### src/rtl/trigger_event_sequencer.sv
// Serialises a trigger bitmap into one timestamped event per set bit, lowest index first.
// First event two cycles after the strobe, one event per two cycles; strobes arriving while busy are dropped and counted.
module trigger_event_sequencer #(
    parameter int DIN_WIDTH = 32,
    parameter int IDX_WIDTH = $clog2(DIN_WIDTH),
    parameter int TS_WIDTH  = 48,
    parameter int CNT_WIDTH = 16
) (
    input  logic                 clk,
    input  logic                 rst_n,
    input  logic [DIN_WIDTH-1:0] trig_bits,
    input  logic [TS_WIDTH-1:0]  trig_ts,
    input  logic                 trig_valid,
    output logic                 trig_ready,
    output logic [IDX_WIDTH-1:0] evt_index,
    output logic [TS_WIDTH-1:0]  evt_ts,
    output logic                 evt_last,
    output logic                 evt_valid,
    input  logic                 evt_ready,
    output logic                 busy,
    output logic [CNT_WIDTH-1:0] drop_count
);

    typedef enum logic [1:0] {
        IDLE    = 2'd0,
        SCAN    = 2'd1,
        PRESENT = 2'd2
    } state_t;

    state_t                 state;
    state_t                 state_nxt;
    logic [DIN_WIDTH-1:0]   pending;
    logic [TS_WIDTH-1:0]    ts_r;
    logic [IDX_WIDTH-1:0]   lsb_idx;
    logic                   single_bit;
    logic                   accept;
    logic                   do_scan;
    logic                   evt_hs;
    logic                   drop;

    always_comb begin
        lsb_idx = '0;
        for (int i = DIN_WIDTH - 1; i >= 0; i--) begin
            if (pending[i]) begin
                lsb_idx = IDX_WIDTH'(i);
            end
        end
    end

    // Clearing the lowest set bit leaves zero only when exactly one bit was set.
    assign single_bit = ((pending & (pending - DIN_WIDTH'(1))) == '0);

    always_ff @(posedge clk or negedge rst_n) begin
        if (!rst_n) begin
            state <= IDLE;
        end else begin
            state <= state_nxt;
        end
    end

    always_comb begin
        state_nxt = state;
        case (state)
            IDLE: begin
                if (accept) begin
                    state_nxt = SCAN;
                end
            end
            SCAN: begin
                state_nxt = PRESENT;
            end
            PRESENT: begin
                if (evt_hs) begin
                    state_nxt = evt_last ? IDLE : SCAN;
                end
            end
            default: begin
                state_nxt = IDLE;
            end
        endcase
    end

    always_comb begin
        trig_ready = (state == IDLE);
        busy       = (state != IDLE);
        accept     = (state == IDLE) && trig_valid && (|trig_bits);
        do_scan    = (state == SCAN);
        evt_hs     = (state == PRESENT) && evt_valid && evt_ready;
        drop       = (state != IDLE) && trig_valid;
    end

    always_ff @(posedge clk or negedge rst_n) begin
        if (!rst_n) begin
            pending    <= '0;
            ts_r       <= '0;
            evt_index  <= '0;
            evt_ts     <= '0;
            evt_last   <= 1'b0;
            evt_valid  <= 1'b0;
            drop_count <= '0;
        end else begin
            if (accept) begin
                pending <= trig_bits;
                ts_r    <= trig_ts;
            end else if (evt_hs) begin
                pending[evt_index] <= 1'b0;
            end

            if (do_scan) begin
                evt_index <= lsb_idx;
                evt_ts    <= ts_r;
                evt_last  <= single_bit;
                evt_valid <= 1'b1;
            end else if (evt_hs) begin
                evt_valid <= 1'b0;
            end

            if (drop && (drop_count != '1)) begin
                drop_count <= drop_count + CNT_WIDTH'(1);
            end
        end
    end

endmodule

### config.mk
export PLATFORM = sky130hd
export DESIGN_NAME = trigger_event_sequencer
export DESIGN_NICKNAME = d
export VERILOG_FILES = /design/src/rtl/trigger_event_sequencer.sv
export SDC_FILE = /design/constraint.sdc
export NUM_CORES = 1
export LEC_CHECK = 0
export ABC_AREA = 1
export BUFFER_PORTS_ARGS = -buffer_cell sky130_fd_sc_hd__clkbuf_2
export CORE_MARGIN = 2
export CORE_UTILIZATION = 35
export DETAILED_ROUTE_END_ITERATION = 7
export GPL_ROUTABILITY_DRIVEN = 0
export GPL_TIMING_DRIVEN = 0
export PLACE_DENSITY = 0.58
export SETUP_SLACK_MARGIN = 0.1
export SLEW_MARGIN = 10
export SYNTH_ARGS = -nofsm -noshare
export SYNTH_HDL_FRONTEND = slang
export SYNTH_SLANG_ARGS = --single-unit
export TNS_END_PERCENT = 50
### constraint.sdc
create_clock -name clk -period 5.3 [get_ports clk]
set_input_delay 0.53 -clock clk [delete_from_list [all_inputs] [get_ports clk]]
set_output_delay 0.53 -clock clk [all_outputs]
set_load 0.03 [all_outputs]
* Word-level counts from Yosys, hierarchy flattened
Cells that the tools add are included.
** Storage, ports and cells
- Register bits after elaboration :: 153
- Input bits :: 84
- Output and inout bits :: 73
- Word-level logic and storage cells :: 76
** Operators by class
- $add $sub $neg :: 2
- Order comparisons :: 2
- Equal/unequal tests :: 5
- Mux-type cells :: 42
- Bitwise gates (word level) :: 3
- Reductions and logical operators :: 14
** Operator list (count)
- 2-to-1 mux 5 bit :: 32
- bitwise AND 32 bit :: 2
- 2-to-1 mux 32 bit :: 2
- zero test 32 bit :: 1
- inverter 32 bit :: 1
- OR reduction 32 bit :: 1
- subtractor 32 x 1 -> 32 bit (second input constant) :: 1
- adder 16 x 1 -> 16 bit (second input constant) :: 1
- inequality test 16 bit (second input constant) :: 1
- logical AND 1 bit :: 7
- less-than comparator 5 x 6 -> 1 bit (second input constant) :: 1
- case mux 2 bit (3 select lines) :: 1
- nonzero test 2 bit :: 3
- demux 1 bit (select 5 bit) :: 1
- >= comparator 5 x 1 -> 1 bit (second input constant) :: 1
- 2-to-1 mux 1 bit :: 4
- 2-to-1 mux 2 bit :: 2
- equality test 2 x 1 -> 1 bit (second input constant) :: 1
- equality test 2 bit (second input constant) :: 1
- zero test 2 bit :: 1
- inequality test 2 x 1 -> 1 bit (second input constant) :: 1
- inequality test 2 bit (second input constant) :: 1
- AND reduction 2 bit :: 1

* Logic depth before layout (Yosys ltp)
Gate-level depths: netlist (run 1).
- Depth in word-level cells :: 32
- Depth in mapped cells :: 33
- Mapped depth without buffers :: 33

* Worst setup path after synthesis (run 1)
No wires, ideal clock.
- Kind :: flip-flop to flip-flop
- Start :: register drop_count[0]
- End :: register drop_count[15]
- Setup time :: 0.134 ns
- Arrival :: 2.322 ns
- Required time :: 5.166 ns
- Slack :: 2.844 ns
- Cell stages (with the launch flop) :: 14
- Path buffers :: 0
- Clock period less this slack :: 2.456 ns
- Path through :: dfrtp_1 > ha_1 > inv_1 > nor4_1 > inv_1 > nor3_1 > a21oi_2 > nand4_1 > or2_1 > nor2_1 > nand2_1 > nor3_1 > nand3_1 > xnor2_1
** Between the ends
- Word-level cells in the longest chain between the ends :: 2
- Elaborated cells between the ends (all ways) :: 3
- Those cells by class :: add/sub: 1; eq/ne: 1; reduce/logical: 1
** RTL lines
- start, declared :: RTL line 21 : output logic [CNT_WIDTH-1:0] drop_count
- start signal, assigned :: RTL line 119 : drop_count <= drop_count + CNT_WIDTH'(1);
- branches (longest 2 deep; another with adder 16 x 1 -> 16 bit)
Several ways; the timed one is not identified.
A chain may end at the register's enable or synchronous reset.

* Worst setup path in the final report (run 1)
- Start :: input trig_bits[17]
- End :: register ts_r[10]
** Between the ends
- Word-level cells in the longest chain between the ends :: 2
** RTL lines
- start, declared :: RTL line 11 : input logic [DIN_WIDTH-1:0] trig_bits,
- OR reduction 32 bit :: RTL line 86 : accept = (state == IDLE) && trig_valid && (|trig_bits);
- logical AND 1 bit :: RTL line 86
- end signal, assigned :: RTL line 104 : ts_r <= trig_ts;
- end, declared :: RTL line 33 : logic [TS_WIDTH-1:0] ts_r;
Every way passes these cells.

==> reports/metrics.cfg, run 1 <==
[cells_and_area]
fin_nets=1061
design_area_sq_mm=0.00848
seq_area_sq_mm=0.00383
drive_above_1_share=0.205
n_antenna_cell=0
area_growth_pct=25.4
multi_input_area_sq_mm=0.00241
fillers=1892

[synth]
synth_area_per_cell_sq_um=8.45
ys.flop_type=dfrtp_1
synth_cell_types=37
synth_area_leaders=dfrtp_1 57%, o21ai_0 12%, nand2_1 11%, inv_1 5.8%, nor2_1 2.2%
synth_seq_cells=153
yosysSeqAreaShare=0.566
syn_area_sq_mm=0.00676
synth_xor_area_frac=0.0155
ys_warn_count=0
yosysMostFrequentCell=nand2_1
synthSimpleGateAreaFrac=0.184
synth_top_family_by_area=simple AND/OR/NAND/NOR gates
synthArstFlopShare=1.00
syn_nets=885
synth_compound_area_frac=0.155
yosys-top-cells-count=207 x nand2_1, 166 x o21ai_0, 153 x dfrtp_1
synth_edf_count=0
yosys.area.top_type_share=0.566
yosys.area.top_type=dfrtp_1
synth_mux_area_frac=0
synth-adder-area-share=0.00185
syn-instance-count=800

[critical_path]
critical_path_class=input port to register
end_kind=register
startpoint=trig_bits[17]
reg2reg_slack_ns=2.66
crit_family=simple AND/OR/NAND/NOR gates
worstPathBufferInverterCount=4
slowest_delay_ns=0.63
cp.arrival_ns=3.35
critPathMaxFanout=10
r2r_start=drop_count[0]
cpMaxStageDelayCell=nor4_1
worstSetupStartpointType=input port
cp.required_ns=5.59
crit_chain=clkbuf_2 > nor4_1 > nand4_1 > nor4_1 > nand4_1 > nand3_1 > inv_1 > clkbuf_1 > clkbuf_1 > nand2_1 > o21ai_0

[clock_tree]
hold_buffers=0
numCtsBuffers=17
ctsLongestPathBuffers=2
clk_pin_slew_ns=0.07
clock_latency_ns=0.42
post-cts-setup-buffers=0
cts-root-buf=clkbuf_16
cts_tree=built
ctsResizeCount=0
htreeDepth=4
cts_sinks=153

[placement]
dp_hpwl_mm=13.2
io_buffers=156
dpl_cell_area_sq_mm=0.00790

[worst_hold_path]
hold_class=input port to asynchronous set/reset pin

[floorplan]
core_region_area_sq_mm=0.0188
rows=50
initial_utilization=0.359
die_width_um=143
io_pins=157
die_area_sq_mm=0.0204
fp.dieH_um=143

[job]
drv_cap=0

[drt]
drc=0
first_iter_violations=222
drt_first_pass_iters=5
ant_nets=0
vias_per_cell=4.64
routedWlPerCell_um=14.4
drt-total-wl_mm=18.0
vias=5795

[sta]
slew_headroom=0.544
tns_ns=0
fin_skew_ns=0.00776
period_needed_ns=3.07
whs_ns=0.0873
rsz0062_at_grt=no
hold_violations=0
worst_slew_pin_slew_ns=0.678
fmax_mhz=326
setup_viol=0
final.period_utilization=0.579
slew_violations=0

[pwr]
ir_drop_v=0.000292
power.leakage_nw=4.17
powerDensity_mw_per_mm2=617

[status]
outcome=finished, final reports clean

[grt]
grt_max_degree=89
grt_usage=0.186
grt_pass1_wl_mm=29.5
grt_pass1_vias=5880
grt-ovfl-total=0
antenna_found_initial=0

[cell type report]
class,count,area share
repair buffers,157,0.0964
flip-flops and latches,153,0.452
clock inverters,13,0.0159
clock buffers,18,0.0518
plain buffers,28,0.0124
multi-input cells,509,0.285
well taps,260,0.0384
inverters,110,0.0487
[cells in the final DEF, fill, tap and decap left out, types with 2 or more instances in the layout]
cell type	count
nand3_1	22
xor2_1	6
nor4_1	7
o21ai_0	166
inv_8	2
inv_1	105
xnor2_1	6
nor2_1	40
clkbuf_1	28
clkbuf_2	155
o211ai_1	2
nand4_1	4
inv_6	6
a31oi_1	2
dfrtp_1	153
clkbuf_8	2
o221ai_1	2
a21oi_1	8
clkbuf_16	17
inv_2	4
a221oi_1	2
clkinv_4	2
nor2_2	2
nor3_1	11
o22ai_1	3
o21a_1	2
nand2_1	207
nor2_4	3
[state kept, by name (all words and copies together) (netlist names)]
register	cells
evt_index	5
pending	32
ts_r	48
evt_ts	48
evt_last	1
drop_count	16
state	2
evt_valid	1
[routing by layer]
layer | vias to the layer above | track usage | share of wire
met1 | 2730 | 0.243 | 0.46
li1 | 2928 | - | -
met3 | 12 | 0.0734 | 0.072
met5 | - | 0 | 0
met4 | 0 | 0.0464 | 0.011
met2 | 125 | 0.289 | 0.46
[metrics by stage]
step	util	cells	setup WS (ns)	total power, mW
finish	0.450	1248	2.23	5.23
global route	0.450	1248	2.00	5.67
CTS	0.450	1248	2.13	5.29
detailed placement	0.420	1217	1.69	4.07
global placement	0.418	1216	0.908	4.03
floorplan	-	800	2.84	3.37
[report_power, final]
| group | internal [mW] | switching, mW | total, mW |
|---|---|---|---|
| Clock | 0.672 | 0.528 | 1.20 |
| Sequential | 1.68 | 0.318 | 1.99 |
| Combinational | 0.595 | 1.44 | 2.04 |
| Total | 2.94 | 2.29 | 5.23 |
[path summary, 6_finish.rpt]
kind / to / depth (start not counted)
setup / recovery: ts_r[10] / 11
hold reg to reg: evt_ts[47] / 2
min in group clk: ts_r[47] / 3
max in group asynchronous: evt_ts[0] / 2
setup reg to reg: drop_count[15] / 13
hold / removal: ts_r[33] / 1
[cell families after synthesis]
group                      after synthesis
and+or+nand+nor                        301
AOI/OAI and AO/OA                      195
DFF                                    153
buffers and inverters                  138
xor gates and xnor gates                12
adders and majority gates                1
Note: power is estimated with default switching activity, not from simulation.
==> inputs of run 2 (changes only) <==
- PLACE_DENSITY: 0.58 -> 0.6
- clock period: 5.3 -> 2.8 ns (I/O delays scaled with it)
==> run 2 against run 1 <==
Effect of this change: critical path depth grew 4; setup slack lost 1.9 ns; non-clock buffer count grew 2; design area grew 0.77%; highest routed layer unchanged.
==> reports/metrics.cfg, run 2 (synthesis gave the netlist of run 1 again) <==
[status]
outcome=finished, final reports clean

[drt]
routedWlPerCell_um=14.5
drt-total-wl_mm=18.2
vias_per_cell=4.68
drt_first_pass_iters=4
vias=5855
drc=0
ant_nets=0
first_iter_violations=350

[floorplan]
core_region_area_sq_mm=0.0188
rows=50
io_pins=157
fp.dieH_um=143
initial_utilization=0.359
die_width_um=143
die_area_sq_mm=0.0204

[pwr]
powerDensity_mw_per_mm2=1170
power_mw=9.97
power.leakage_nw=4.19
ir_drop_v=0.000535

[clock_tree]
clk_pin_slew_ns=0.07
cts_sinks=153
htreeDepth=4
numCtsBuffers=17
cts_tree=built
cts-root-buf=clkbuf_16
ctsLongestPathBuffers=2
clock_latency_ns=0.43

[grt]
grt_pass1_vias=5844
grt-ovfl-total=0
grt_max_degree=102
antenna_found_initial=0
grt_usage=0.187
grt_pass1_wl_mm=29.9

[cells_and_area]
multi_input_area_sq_mm=0.00243
largest_registers=evt_ts (48), ts_r (48), pending (32)
drive_above_1_share=0.211
final_common_cell=nand2_1
postLayoutCoreUtil=0.454
area_growth_pct=26.4
final_cell_mix=207 x nand2_1, 166 x o21ai_0, 157 x clkbuf_2
fin_nets=1063
fillers=1916
seq_area_sq_mm=0.00383
n_antenna_cell=0

[sta]
rsz0062_at_grt=yes
slew_violations=0
worst_slew_pin_slew_ns=0.646
final.period_utilization=0.874
fmax_mhz=409
fin_skew_ns=0.0111
worst_slack_ns=0.354
slew_headroom=0.569
period_needed_ns=2.45
setup_viol=0
hold_violations=0
whs_ns=0.0546

[worst_hold_path]
hold_class=input port to register

[critical_path]
worstSetupStartpointType=register
cp.required_ns=3.12
end_kind=register
cp.arrival_ns=2.76
critPathMaxFanout=4
critical_path_class=register to register

[placement]
dp_hpwl_mm=12.9
dp_slack_ns=-0.561
io_buffers=156

[job]
drv_cap=0

run 2: changes by cell type in the layout (fill, tap and decap cells not counted):
cell | previous run | this run
nor3_1 | 11 | 10
clkbuf_2 | 155 | 157
nor4_4 | 0 | 1
clkinv_2 | 1 | 0
nor2_1 | 40 | 39
nor3_2 | 1 | 2
clkbuf_1 | 28 | 27
clkinv_4 | 2 | 3
nor2_2 | 2 | 3
inv_6 | 6 | 4
nor4_1 | 7 | 6
clkinv_8 | 0 | 2
dlygate4sd3_1 | 0 | 1
buf_4 | 0 | 1
run 2: report_power, final:
part           internal (mW)  leakage [nW]  switching [mW]
Sequential              3.17          1.91           0.602
Clock                   1.29         0.289            1.03
Combinational           1.14          1.99            2.75
Total                   5.60          4.19            4.37
run 2: worst paths after layout:
| kind | from | endpoint | slack [ns] | depth (start not counted) |
|---|---|---|---|---|
| hold / removal | trig_ts[47] | ts_r[47] | 0.05 | 3 |
| setup reg to reg | pending[1] | evt_last | 0.35 | 15 |
| min in group asynchronous | rst_n | ts_r[36] | 0.36 | 2 |
| hold reg to reg | ts_r[47] | ts_r[47] | 0.48 | 2 |
| max in group asynchronous | rst_n | pending[26] | 1.57 | 3 |
| setup / recovery | pending[1] | evt_last | 0.35 | 15 |
run 2: stage by stage:
| stage | instance area [sq um] | setup TNS, ns | std cells |
|---|---|---|---|
| after floorplan | 6760 | 0 | 800 |
| after global placement | 7870 | -243.52 | 1216 |
| after detailed placement | 7900 | -33.67 | 1217 |
| after CTS | 8520 | 0 | 1250 |
| after global routing | 8540 | 0 | 1251 |
| final | 8540 | 0 | 1251 |
run 2: critical path, cell delays in order (launching register included):
cell and delay, ns:
dfrtp_1 0.42, nor2_2 0.16, nand2_1 0.08, nor2_2 0.12, inv_2 0.07, nor2_4 0.12, inv_2 0.08, nor2_4 0.08
inv_2 0.05, nor2_4 0.08, nand2_2 0.06, a221oi_1 0.33, o221ai_1 0.18, nor3_1 0.15, nand4_1 0.15, o41ai_2 0.21
run 2: per-layer routing:
layer  wire length (um)  vias up  track usage  share of wire
met5                  0        -            0              0
met4                112        0       0.0344         0.0062
met3               1310        7       0.0654          0.072
met2               8600      135        0.304           0.47
met1               8160     2780        0.244           0.45
li1                   -     2933            -              -
run 2: final cells by class:
type / instances / share of cell area
Multi-Input combinational cell: 509 / 0.285
Buffer: 28 / 0.0126
Timing Repair Buffer: 159 / 0.0977
Sequential cell: 153 / 0.448
Clock inverter: 13 / 0.0180
Tap cell: 260 / 0.0381
Clock buffer: 19 / 0.0519
Inverter: 110 / 0.0483
run 2: timing repair:
| action | in CTS | in global routing |
|---|---|---|
| hold endpoints to repair | 52 | 0 |
| setup buffers | 0 | 1 |
| hold buffers | 1 | 0 |
| gates cloned | 0 | 0 |
| gates resized for setup | 2 | 6 |
| pin swaps | 0 | 1 |
| endpoints found under the setup margin | 63 | 44 |
==> inputs of run 3 (changes only) <==
- CORE_UTILIZATION: 35 -> 48
- PLACE_DENSITY: 0.6 -> not set
- PLACE_DENSITY_LB_ADDON: not set -> 0.3
- TNS_END_PERCENT: 50 -> not set
==> run 3 against run 2 <==
Effect of this change: design area is 1.7% lower; die area is 26% lower; power is 1.1% lower; critical endpoint is now drop_count[15]; largest cell class unchanged; highest routed layer is now met5.
==> reports/metrics.cfg, run 3 (synthesis gave the netlist of run 1 again) <==
[status]
outcome=finished, final reports clean

[drt]
ant_nets=0
drt_first_pass_iters=5
vias=5939
drc=0
first_iter_violations=396
drt-total-wl_mm=17.2
vias_per_cell=5.08
routedWlPerCell_um=14.7

[grt]
grt_usage=0.246
grt-ovfl-total=0
grt_max_degree=81
grt_pass1_wl_mm=28.4
grt_pass1_vias=5906
antenna_found_initial=1

[critical_path]
reg2reg_slack_ns=0.18
reg2reg_to=drop_count[15]
critical_path_class=register to register
cp.required_ns=3.11
cp.arrival_ns=2.93
critPathMaxFanout=5
r2r_cells=13
worstSetupStartpointType=register
r2r_start=drop_count[0]
end_kind=register

[cells_and_area]
drive_above_1_share=0.207
fin_nets=1062
area_growth_pct=24.2
largest_registers=evt_ts (48), ts_r (48), pending (32)
postLayoutCoreUtil=0.607
n_antenna_cell=0
final_common_cell=nand2_1
fillers=1273
multi_input_area_sq_mm=0.00243
seq_area_sq_mm=0.00383
final_cell_mix=207 x nand2_1, 166 x o21ai_0, 155 x clkbuf_2

[placement]
io_buffers=156
dp_hpwl_mm=12.3

[pwr]
power_mw=9.86
powerDensity_mw_per_mm2=1170
ir_drop_v=0.000632
power.leakage_nw=4.17

[sta]
fin_skew_ns=0.0103
final.period_utilization=0.936
slew_headroom=0.568
fmax_mhz=382
worst_slew_pin_slew_ns=0.648
period_needed_ns=2.62
slew_violations=0
rsz0062_at_grt=yes
hold_violations=0
setup_viol=0

[clock_tree]
clk_pin_slew_ns=0.06
cts_sinks=153
numCtsBuffers=17
cts-root-buf=clkbuf_16
htreeDepth=4
clock_latency_ns=0.42
ctsLongestPathBuffers=2
cts_tree=built

[floorplan]
core_region_area_sq_mm=0.0138
io_pins=157
initial_utilization=0.489
die_area_sq_mm=0.0150
fp.dieH_um=123
die_width_um=123
rows=43

[worst_hold_path]
hold_class=input port to register
worstHoldStart=trig_ts[28]
hold_path_end=ts_r[28]
min_path_cells=3

[job]
drv_cap=0

==> run 3: changes by cell type in the layout (fill, tap and decap cells not counted), sizes merged <==
| cell | delta |
|---|---|
| clkinv | -1 |
| clkbuf | +4 |
| inv | -3 |
| buf | -1 |
==> run 3: final cells by class <==
class                   instances  share of cell area
flip-flops and latches        153               0.456
clock buffers                  23              0.0569
clock inverters                 9              0.0104
plain buffers                  28              0.0125
repair buffers                158              0.0985
inverters                     110              0.0492
well taps                     180              0.0268
multi-input cells             509               0.290
==> run 3: per-stage QoR <==
step	hold WS [ns]	worst slack (ns)	instances	TNS, ns	area (sq um)
floorplan	-0.0156	0.344	800	0	6760
global placement	0.457	-1.21	1136	-198.78	7760
detailed placement	0.364	-0.248	1137	-13.86	7800
CTS	0.0523	0.165	1170	0	8380
global route	0.0505	0.00119	1170	0	8400
finish	0.0562	0.179	1170	0	8400
==> run 3: power breakdown <==
group	internal, mW	switching, mW
Combinational	1.13	2.75
Clock	1.30	0.900
Sequential	3.17	0.612
==> run 3: worst max path at each step <==
stage             startpoint              to  slack (ns)  cells after the start
4_1_cts        drop_count[0]  drop_count[15]        0.16                     13
2_1_floorplan  drop_count[0]  drop_count[15]        0.34                     13
6_report       drop_count[0]  drop_count[15]        0.18                     13
3_3_place_gp           rst_n      evt_ts[14]       -1.21                      1
5_1_grt        drop_count[0]  drop_count[15]       0.001                     13
3_5_place_dp   trig_bits[17]         ts_r[6]       -0.25                     11
==> run 3: what timing repair did <==
action	CTS	global route
resized for setup	0	4
hold buffers	1	0
endpoints found under the setup margin	0	34
buffers inserted	0	0
endpoints found under the hold margin	79	0
==> run 3: worst max-delay path, cell delays in order, from the launching register on <==
cell and delay (ns):
dfrtp_1 0.43, ha_1 0.23, inv_1 0.07, nor4_1 0.05
inv_1 0.09, nor3_1 0.07, a21oi_2 0.25, nand4_1 0.18
or2_1 0.27, nor2_1 0.19, nand2_1 0.16, nor3_2 0.22
nand3_1 0.12, xnor2_1 0.14
==> run 3: per-layer routing <==
layer	vias to the layer above	wire length (um)	global-route usage	share of wire
met5	-	13	0	0.00076
met4	2	310	0.0740	0.018
met3	29	1150	0.0855	0.067
met2	165	8150	0.388	0.47
met1	2822	7570	0.321	0.44
li1	2921	-	-	-
